File: src/rtl/dff_rr_arbiter_if.sv
// Request/data/grant bundle for dff_rr_arbiter. The arbiter uses the slave
// modport, and the producers driving req and d use the master modport.
interface dff_rr_arbiter_if #(
  parameter int N     = 4,
  parameter int WIDTH = 8
);
  localparam int PW = (N > 1) ? $clog2(N) : 1;

  logic [N-1:0]       req;
  logic [N*WIDTH-1:0] d;
  logic [N-1:0]       gnt;
  logic [WIDTH-1:0]   q;
  logic               q_valid;
  logic [PW-1:0]      owner;

  modport master (
    output req, d,
    input  gnt, q, q_valid, owner
  );

  modport slave (
    input  req, d,
    output gnt, q, q_valid, owner
  );
endinterface

File: src/rtl/dff_rr_arbiter.sv
// Round-robin write arbiter. N requesters share one WIDTH-bit register, and
// each grant loads the winner's data slice and issues a one-cycle gnt pulse.
module dff_rr_arbiter #(
  parameter int N     = 4,
  parameter int WIDTH = 8
) (
  input  logic              clk,
  input  logic              rst,
  dff_rr_arbiter_if.slave   bus
);
  localparam int PW = (N > 1) ? $clog2(N) : 1;

  typedef enum logic {IDLE, GRANT} state_t;

  state_t           state, state_nxt;
  logic [PW-1:0]    ptr, ptr_nxt;
  logic [PW-1:0]    win;
  logic             found;
  logic [N-1:0]     gnt_r, gnt_nxt;
  logic [WIDTH-1:0] q_r, q_nxt;
  logic             q_valid_r, q_valid_nxt;
  logic [PW-1:0]    owner_r, owner_nxt;

  // First set request starting at ptr and wrapping modulo N (N need not be a power of 2).
  always_comb begin : search
    int unsigned idx;
    idx   = 0;
    win   = '0;
    found = 1'b0;
    for (int unsigned k = 0; k < unsigned'(N); k++) begin
      idx = k + 32'(ptr);
      if (idx >= unsigned'(N)) idx = idx - unsigned'(N);
      if (!found && bus.req[PW'(idx)]) begin
        found = 1'b1;
        win   = PW'(idx);
      end
    end
  end

  always_comb begin
    state_nxt   = state;
    ptr_nxt     = ptr;
    gnt_nxt     = '0;
    q_nxt       = q_r;
    q_valid_nxt = q_valid_r;
    owner_nxt   = owner_r;
    case (state)
      IDLE: begin
        if (found) begin
          state_nxt    = GRANT;
          gnt_nxt[win] = 1'b1;
          owner_nxt    = win;
          q_valid_nxt  = 1'b1;
          ptr_nxt      = (win == PW'(N - 1)) ? '0 : win + PW'(1);
          for (int unsigned i = 0; i < unsigned'(N); i++) begin
            if (win == PW'(i)) q_nxt = bus.d[i*WIDTH +: WIDTH];
          end
        end
      end
      GRANT: begin
        state_nxt = IDLE;
      end
      default: state_nxt = IDLE;
    endcase
  end

  always_ff @(posedge clk) begin
    if (!rst) begin
      state     <= IDLE;
      ptr       <= '0;
      gnt_r     <= '0;
      q_r       <= '0;
      q_valid_r <= 1'b0;
      owner_r   <= '0;
    end else begin
      state     <= state_nxt;
      ptr       <= ptr_nxt;
      gnt_r     <= gnt_nxt;
      q_r       <= q_nxt;
      q_valid_r <= q_valid_nxt;
      owner_r   <= owner_nxt;
    end
  end

  assign bus.gnt     = gnt_r;
  assign bus.q       = q_r;
  assign bus.q_valid = q_valid_r;
  assign bus.owner   = owner_r;
endmodule
File: src/flat_wrapper.sv
// flat-port wrapper written by rule: the top's interface ports become plain ports
module dff_rr_arbiter_flat 
#(
  parameter int N     = 4,
  parameter int WIDTH = 8
)
  (clk, rst, bus_req, bus_d, bus_gnt, bus_q, bus_q_valid, bus_owner);
  dff_rr_arbiter_if #(.N(N), .WIDTH(WIDTH)) bus_i ();
  input  logic clk;
  input  logic rst;
  input wire logic [$bits(bus_i.req)-1:0] bus_req;
  input wire logic [$bits(bus_i.d)-1:0] bus_d;
  output wire logic [$bits(bus_i.gnt)-1:0] bus_gnt;
  output wire logic [$bits(bus_i.q)-1:0] bus_q;
  output wire logic [$bits(bus_i.q_valid)-1:0] bus_q_valid;
  output wire logic [$bits(bus_i.owner)-1:0] bus_owner;
  assign bus_i.req = bus_req;
  assign bus_i.d = bus_d;
  assign bus_gnt = bus_i.gnt;
  assign bus_q = bus_i.q;
  assign bus_q_valid = bus_i.q_valid;
  assign bus_owner = bus_i.owner;
  dff_rr_arbiter #(.N(N), .WIDTH(WIDTH)) u_core (.clk(clk), .rst(rst), .bus(bus_i));
endmodule
File: config.mk
export PLATFORM = sky130hd
export DESIGN_NAME = dff_rr_arbiter_flat
export DESIGN_NICKNAME = d
export VERILOG_FILES = /design/src/rtl/dff_rr_arbiter_if.sv /design/src/rtl/dff_rr_arbiter.sv /design/src/flat_wrapper.sv
export SDC_FILE = /design/constraint.sdc
export NUM_CORES = 1
export LEC_CHECK = 0
export CORE_MARGIN = 5
export CORE_UTILIZATION = 38
export DETAILED_ROUTE_END_ITERATION = 10
export GPL_TIMING_DRIVEN = 0
export PLACE_DENSITY = 0.78
export SYNTH_ARGS = -nofsm -noshare
export SYNTH_HDL_FRONTEND = slang
export SYNTH_SLANG_ARGS = --single-unit
export TNS_END_PERCENT = 20
File: constraint.sdc
create_clock -name clk -period 2.5 [get_ports clk]
set_clock_uncertainty 0.2 [all_clocks]
set_input_delay 0.5 -clock clk [delete_from_list [all_inputs] [get_ports clk]]
set_output_delay 0.5 -clock clk [all_outputs]
set_load 0.05 [all_outputs]
==> results of run 1 <==
==> flip-flops by register name, summed over array words and instances, names as in the netlist <==
name	cells
u_core.bus.owner	2
u_core.state	1
u_core.bus.q	8
u_core.bus.gnt	4
u_core.ptr	2
u_core.bus.q_valid	1
==> metal layers <==
metal	wire (um)	track usage (%)	part of all wire [%]	vias up
met4	31	2.786	1.1	0
li1	-	-	-	509
met1	1021	18.05	38	456
met3	182	5.319	6.7	4
met2	1461	31.15	54	31
met5	0	0	0	-
==> Yosys cell counts <==
library cell  instances  area, um2
nand2_1              12      45.04
nand3_1               2      10.01
inv_1                 4      15.01
nor4_4                1      21.27
and3_1                4      25.02
nor2_2                1      6.260
nor4_1                1      6.260
buf_2                 2      10.01
o21ai_1               1      5.000
or2_4                 1      8.760
mux2i_1              17      170.2
o41ai_1               1      8.760
buf_6                 2      22.52
dfxtp_1              18      360.4
a21oi_1              12      60.06
o21ai_0              18      90.09
ha_1                  4      50.05
o21a_1                2      15.01
nand2b_1              2      12.51
a21boi_1              1      7.510
o22ai_1               1      6.260
clkbuf_1              3      11.26
nor3_1                1      5.000
nor2_1                2      7.510
==> per-stage QoR <==
stage          TNS [ns]  power [uW]
2_1_floorplan         0       622.1
3_3_place_gp     -7.055       776.2
3_5_place_dp     -8.353       785.5
4_1_cts               0       973.9
5_1_grt               0        1036
6_report              0       967.0
==> power groups by stage <==
stage / registers, uW / logic [uW] / clock network, uW
after floorplan: 453 / 169 / 0
after global placement: 349 / 427 / 0
after detailed placement: 350 / 435 / 0
after CTS: 345 / 446 / 182
after global routing: 350 / 482 / 204
final: 346 / 442 / 179
==> worst min path at each step <==
stage | end | slack [ns] | cells after the start
finish | u_core.bus.q_valid$_SDFFE_PN0P_ | 0.28 | 1
global route | u_core.bus.q_valid$_SDFFE_PN0P_ | 0.32 | 1
CTS | u_core.bus.q_valid$_SDFFE_PN0P_ | 0.29 | 1
detailed placement | u_core.bus.q_valid$_SDFFE_PN0P_ | 0.26 | 1
global placement | u_core.bus.q_valid$_SDFFE_PN0P_ | 0.25 | 1
floorplan | u_core.ptr[1]$_SDFFE_PN0P_ | 0.29 | 2
==> area by class of cell <==
cell class	instances	area share, %
Buffer	5	2.684
Clock buffer	4	2.289
Inverter	4	0.9471
Multi-Input combinational cell	84	36.15
Sequential cell	18	22.81
Tap cell	30	2.368
Timing Repair Buffer	53	32.75
==> repair_timing <==
item | CTS | global route
endpoints found under the setup margin | 10 | 8
hold endpoints to repair | 0 | 0
pin swaps | 1 | 2
setup buffers | 1 | 0
gates resized for setup | 9 | 5
==> logic make-up after synthesis <==
family / Yosys count / share of synthesized area (%)
AOI/OAI and AO/OA: 36 / 19.67
adders and majority gates: 4 / 5.109
buffers and inverters: 11 / 6.002
DFF: 18 / 36.78
muxes: 17 / 17.37
and+or+nand+nor: 27 / 15.07
==> critical path: stages <==
cell,delay (ns)
dlygate4sd2_1,0.30
nand2_1,0.12
nor2_1,0.07
nor4_2,0.33
buf_4,0.18
ha_1,0.15
buf_6,0.16
mux2i_1,0.18
o21ai_0,0.08
mux2i_1,0.18
a21oi_1,0.09
==> results.sh, run 1 <==
export IMPL_yosys_warnings=0
export IMPL_cp_arrival_ns=2.35
export IMPL_clkSlewWorstSetupHoldPaths_ns=0.10
export IMPL_max_vdd_ir_drop_mv=0.5465
export IMPL_r2r_start="u_core.ptr[1]$_SDFFE_PN0P_"
export IMPL_dieHeight_um=60.78
export IMPL_cp_max_fo=9
export IMPL_layoutNonFillerInstCount=198
export IMPL_final_common_cell="clkdlybuf4s50_1"
export IMPL_max_cap_viol_count=0
export IMPL_grt_pass1_wl_um=4574
export IMPL_seq_power_share_pct=35.8
export IMPL_power_switching_uw=357.9
export IMPL_cts_tree="built"
export IMPL_io_pins=53
export IMPL_wl_per_cell_um=13.62
export IMPL_cts_hold_fix_buffers=0
export IMPL_syn_to_final_growth_pct=61.81
export IMPL_io_buffer_count=52
export IMPL_timing_hold_ws_ns=0.2822
export IMPL_grt_pass1_vias=1066
export IMPL_antenna_found_initial=0
export IMPL_period_minus_slack_ns=2.369
export IMPL_slew_viol_final=0
export IMPL_hold_path_class="reg2reg"
export IMPL_worst_setup_path_start_kind="primary input"
export IMPL_internal_power_uw=609.0
export IMPL_power_leakage_uw=0.0006316
export IMPL_max_freq_ghz=0.4222
export IMPL_grt_overflow=0
export IMPL_ys_seq_area_share_pct=36.78
export IMPL_place_inst=195
export IMPL_finalCritPeriodShare_pct=94.74
export IMPL_swShare_pct=37.02
export IMPL_drt_wl_total_um=2697
export IMPL_grt_max_degree=11
export IMPL_drt_iter0_markers=24
export IMPL_gp_congestion=0.7692
export IMPL_vias_per_cell=5.051
export IMPL_end_kind="register"
export IMPL_numCtsBuffers=3
export IMPL_first_pass_iters=4
export IMPL_fin_nets=211
export IMPL_n_antenna_cell=0
export IMPL_clk_latency_ns=0.29
export IMPL_cts_buffer_depth=2
export IMPL_synth_seq_cells=18
export IMPL_die_w_um=60.78
export IMPL_fp_coreArea_um2=2477
export IMPL_synth_area_um2=979.7
export IMPL_startpoint="bus_req[0]"
export IMPL_p_comb_share_pct=45.7
export IMPL_fin_ws_ns=0.1314
export IMPL_final_cell_mix="clkdlybuf4s50_1, mux2i_1, dfxtp_1, o21ai_0"
export IMPL_worstMarginPinSlew_ns=0.5189
export IMPL_num_rows=18
export IMPL_synth_cells=113
export IMPL_multi_input_area_um2=573.1
export IMPL_path_class="in2reg"
export IMPL_fillers=235
export IMPL_crit_end="u_core.bus.q[1]$_SDFFE_PN0P_"
export IMPL_fin_util_pct=63.99
export IMPL_ys_types=24
export IMPL_required_ns=2.48
export IMPL_vias=1000
export IMPL_r2r_cells=10
export IMPL_synth_fp_nets=155
export IMPL_cts_max_level=1
export IMPL_power_per_cell_area_nw_per_um2=610.0
export IMPL_grt_setup_unrepaired="false"
export IMPL_root_buffer="clkbuf_4"
export IMPL_r2r_end="u_core.bus.q[1]$_SDFFE_PN0P_"
export IMPL_drc_errors=0
export IMPL_clockPowerShare_pct=18.5
export IMPL_hpwl_um=2252
export IMPL_die_area_um2=3694
export IMPL_hold_start="u_core.bus.q_valid$_SDFFE_PN0P_"
export IMPL_slew_headroom_pct=65.30
export IMPL_initial_utilization_pct=39.55
export IMPL_design_area_um2=1585
export IMPL_pre_cts_slack_ns=-0.8691
export IMPL_final_layout_size_suffix_gt1_share_pct=9.524
export IMPL_finalHoldViolations=0
export IMPL_ff_latch_area_um2=361.6
export IMPL_final_setup_viol_count=0
export IMPL_cts_sinks=18
export IMPL_grt_usage_pct=16.49
export IMPL_avgSynthCellArea_um2=8.670
export IMPL_post_dp_cell_area_um2=1538
export IMPL_r2r_setup_slack_ns=0.23
export IMPL_status="finished clean"
export IMPL_antenna_left=0
(Power assumes the default switching activity.)
==> run 2, diff against run 1 <==
- GPL_TIMING_DRIVEN: 0 -> 1
- SKIP_CTS_REPAIR_TIMING: unset -> 1
==> results.sh, run 2 (synthesis results as in run 1) <==
export IMPL_status="finished clean"
export IMPL_vias_per_cell=5.048
export IMPL_max_freq_ghz=0.4393
export IMPL_required_ns=2.45
export IMPL_clkSlewWorstSetupHoldPaths_ns=0.10
export IMPL_slew_headroom_pct=46.71
export IMPL_io_buffer_count=52
export IMPL_power_per_cell_area_nw_per_um2=602.9
export IMPL_cts_max_level=1
export IMPL_num_rows=18
export IMPL_largest_register_ffs=8
export IMPL_clk_latency_ns=0.29
export IMPL_hold_path_class="reg2reg"
export IMPL_grt_use_met3_pct=6.383
export IMPL_crit_path_max_incr_delay_ns=0.41
export IMPL_fp_coreArea_um2=2477
export IMPL_cp_max_fo=6
export IMPL_grt_setup_unrepaired="false"
export IMPL_hpwl_um=2161
export IMPL_fillers=206
export IMPL_end_kind="register"
export IMPL_cp_arrival_ns=2.23
export IMPL_fin_nets=220
export IMPL_fin_util_pct=69.49
export IMPL_timing_hold_ws_ns=0.2745
export IMPL_ff_latch_area_um2=361.6
export IMPL_grt_pass1_wl_um=4381
export IMPL_gp_congestion=0.8517
export IMPL_syn_to_final_growth_pct=75.73
export IMPL_fin_setup_tns_ns=0
export IMPL_power_leakage_uw=0.0007203
export IMPL_wl_per_cell_um=13.77
export IMPL_io_pins=53
export IMPL_dieHeight_um=60.78
export IMPL_grt_overflow=0
export IMPL_drc_errors=0
export IMPL_max_vdd_ir_drop_mv=0.5267
export IMPL_first_pass_iters=4
export IMPL_die_area_um2=3694
export IMPL_top_usage_layer="met2"
export IMPL_worstMarginPinSlew_ns=0.7985
export IMPL_finalCritPeriodShare_pct=91.05
export IMPL_worst_setup_path_start_kind="register"
export IMPL_final_cell_mix="clkdlybuf4s50_1, mux2i_1, dfxtp_1, o21ai_0"
export IMPL_crit_top_cell="mux2i_1"
export IMPL_use_met2_pct=27.33
export IMPL_finalHoldViolations=0
export IMPL_max_cap_viol_count=0
export IMPL_slew_viol_final=0
export IMPL_drt_iter0_markers=33
export IMPL_multi_input_area_um2=581.8
export IMPL_grt_usage_pct=15.46
export IMPL_root_buffer="clkbuf_4"
export IMPL_path_class="reg2reg"
export IMPL_cts_tree="built"
export IMPL_final_common_cell="clkdlybuf4s50_1"
export IMPL_grt_max_degree=26
export IMPL_grt_pass1_vias=1003
export IMPL_drt_wl_total_um=2851
export IMPL_cts_sinks=18
export IMPL_die_w_um=60.78
export IMPL_crit_slowest_cell="dfxtp_2"
export IMPL_numCtsBuffers=3
export IMPL_period_minus_slack_ns=2.276
export IMPL_antenna_found_initial=0
export IMPL_grt_util_met1_pct=17.22
export IMPL_initial_utilization_pct=39.55
export IMPL_antenna_left=0
export IMPL_n_antenna_cell=0
export IMPL_crit_chain="mux2i_1 > nor2_1 > nor4_1 > buf_4 > ha_4 > buf_12 > mux2i_1 > o21ai_0 > mux2i_1 > a21oi_1"
export IMPL_final_layout_size_suffix_gt1_share_pct=14.69
export IMPL_final_setup_viol_count=0
export IMPL_vias=1045
export IMPL_cts_buffer_depth=2
run 2: changes by cell type in the layout (fill, tap and decap cells not counted), sizes merged:
| cell | before | now |
|---|---|---|
| clkbuf | 6 | 5 |
| buf | 5 | 14 |
| dlymetal6s2s | 0 | 4 |
| dlygate4sd2 | 3 | 0 |
run 2: worst paths after layout:
check	start	to	slack, ns	cells past startpoint
max	u_core.ptr[1]$_SDFFE_PN0P_	u_core.bus.q[5]$_SDFFE_PN0P_	0.22	10
min	u_core.bus.q_valid$_SDFFE_PN0P_	u_core.bus.q_valid$_SDFFE_PN0P_	0.27	1
max reg2reg	u_core.ptr[1]$_SDFFE_PN0P_	u_core.bus.q[5]$_SDFFE_PN0P_	0.22	10
min reg2reg	u_core.bus.q_valid$_SDFFE_PN0P_	u_core.bus.q_valid$_SDFFE_PN0P_	0.27	1
run 2: metrics by stage:
step	worst slack [ns]	power, uW	area [um2]	instances
3_3_place_gp	-0.4548	817.1	1617	201
2_1_floorplan	0.1424	622.1	979.7	113
4_1_cts	-0.1460	1005	1653	205
5_1_grt	0.04585	1105	1722	207
6_report	0.2238	1038	1722	207
3_5_place_dp	-0.4561	825.3	1617	201
run 2: worst max-delay path: cells and delay by family (launching register included):
kind,cells,cell delay (ns)
AO/OA/AOI/OAI,2,0.19
adder cells (fa/ha/maj),1,0.16
buffers and inverters,2,0.30
flip-flops,1,0.41
multiplexers,3,0.56
AND/OR/NAND/NOR,2,0.30
run 2: power breakdown:
| part | internal, uW | switching [uW] |
|---|---|---|
| clock network | 88.7 | 90.2 |
| registers | 324 | 22.2 |
| logic | 250 | 263 |
run 2: area by class of cell:
class                   instances  share of cell area [%]
clock buffers                   4                   2.108
inverters                       4                  0.8721
multi-input cells              84                   33.79
flip-flops and latches         18                   21.00
well taps                      30                   2.180
repair buffers                 67                   40.04
run 2: routing by layer:
metal  share of wire (%)  vias to the layer above  wire, um
li1                    -                      528         -
met1                  39                      476      1107
met2                  52                       35      1479
met3                 7.1                        6       203
met4                 2.1                        0        61
met5                   0                        -         0
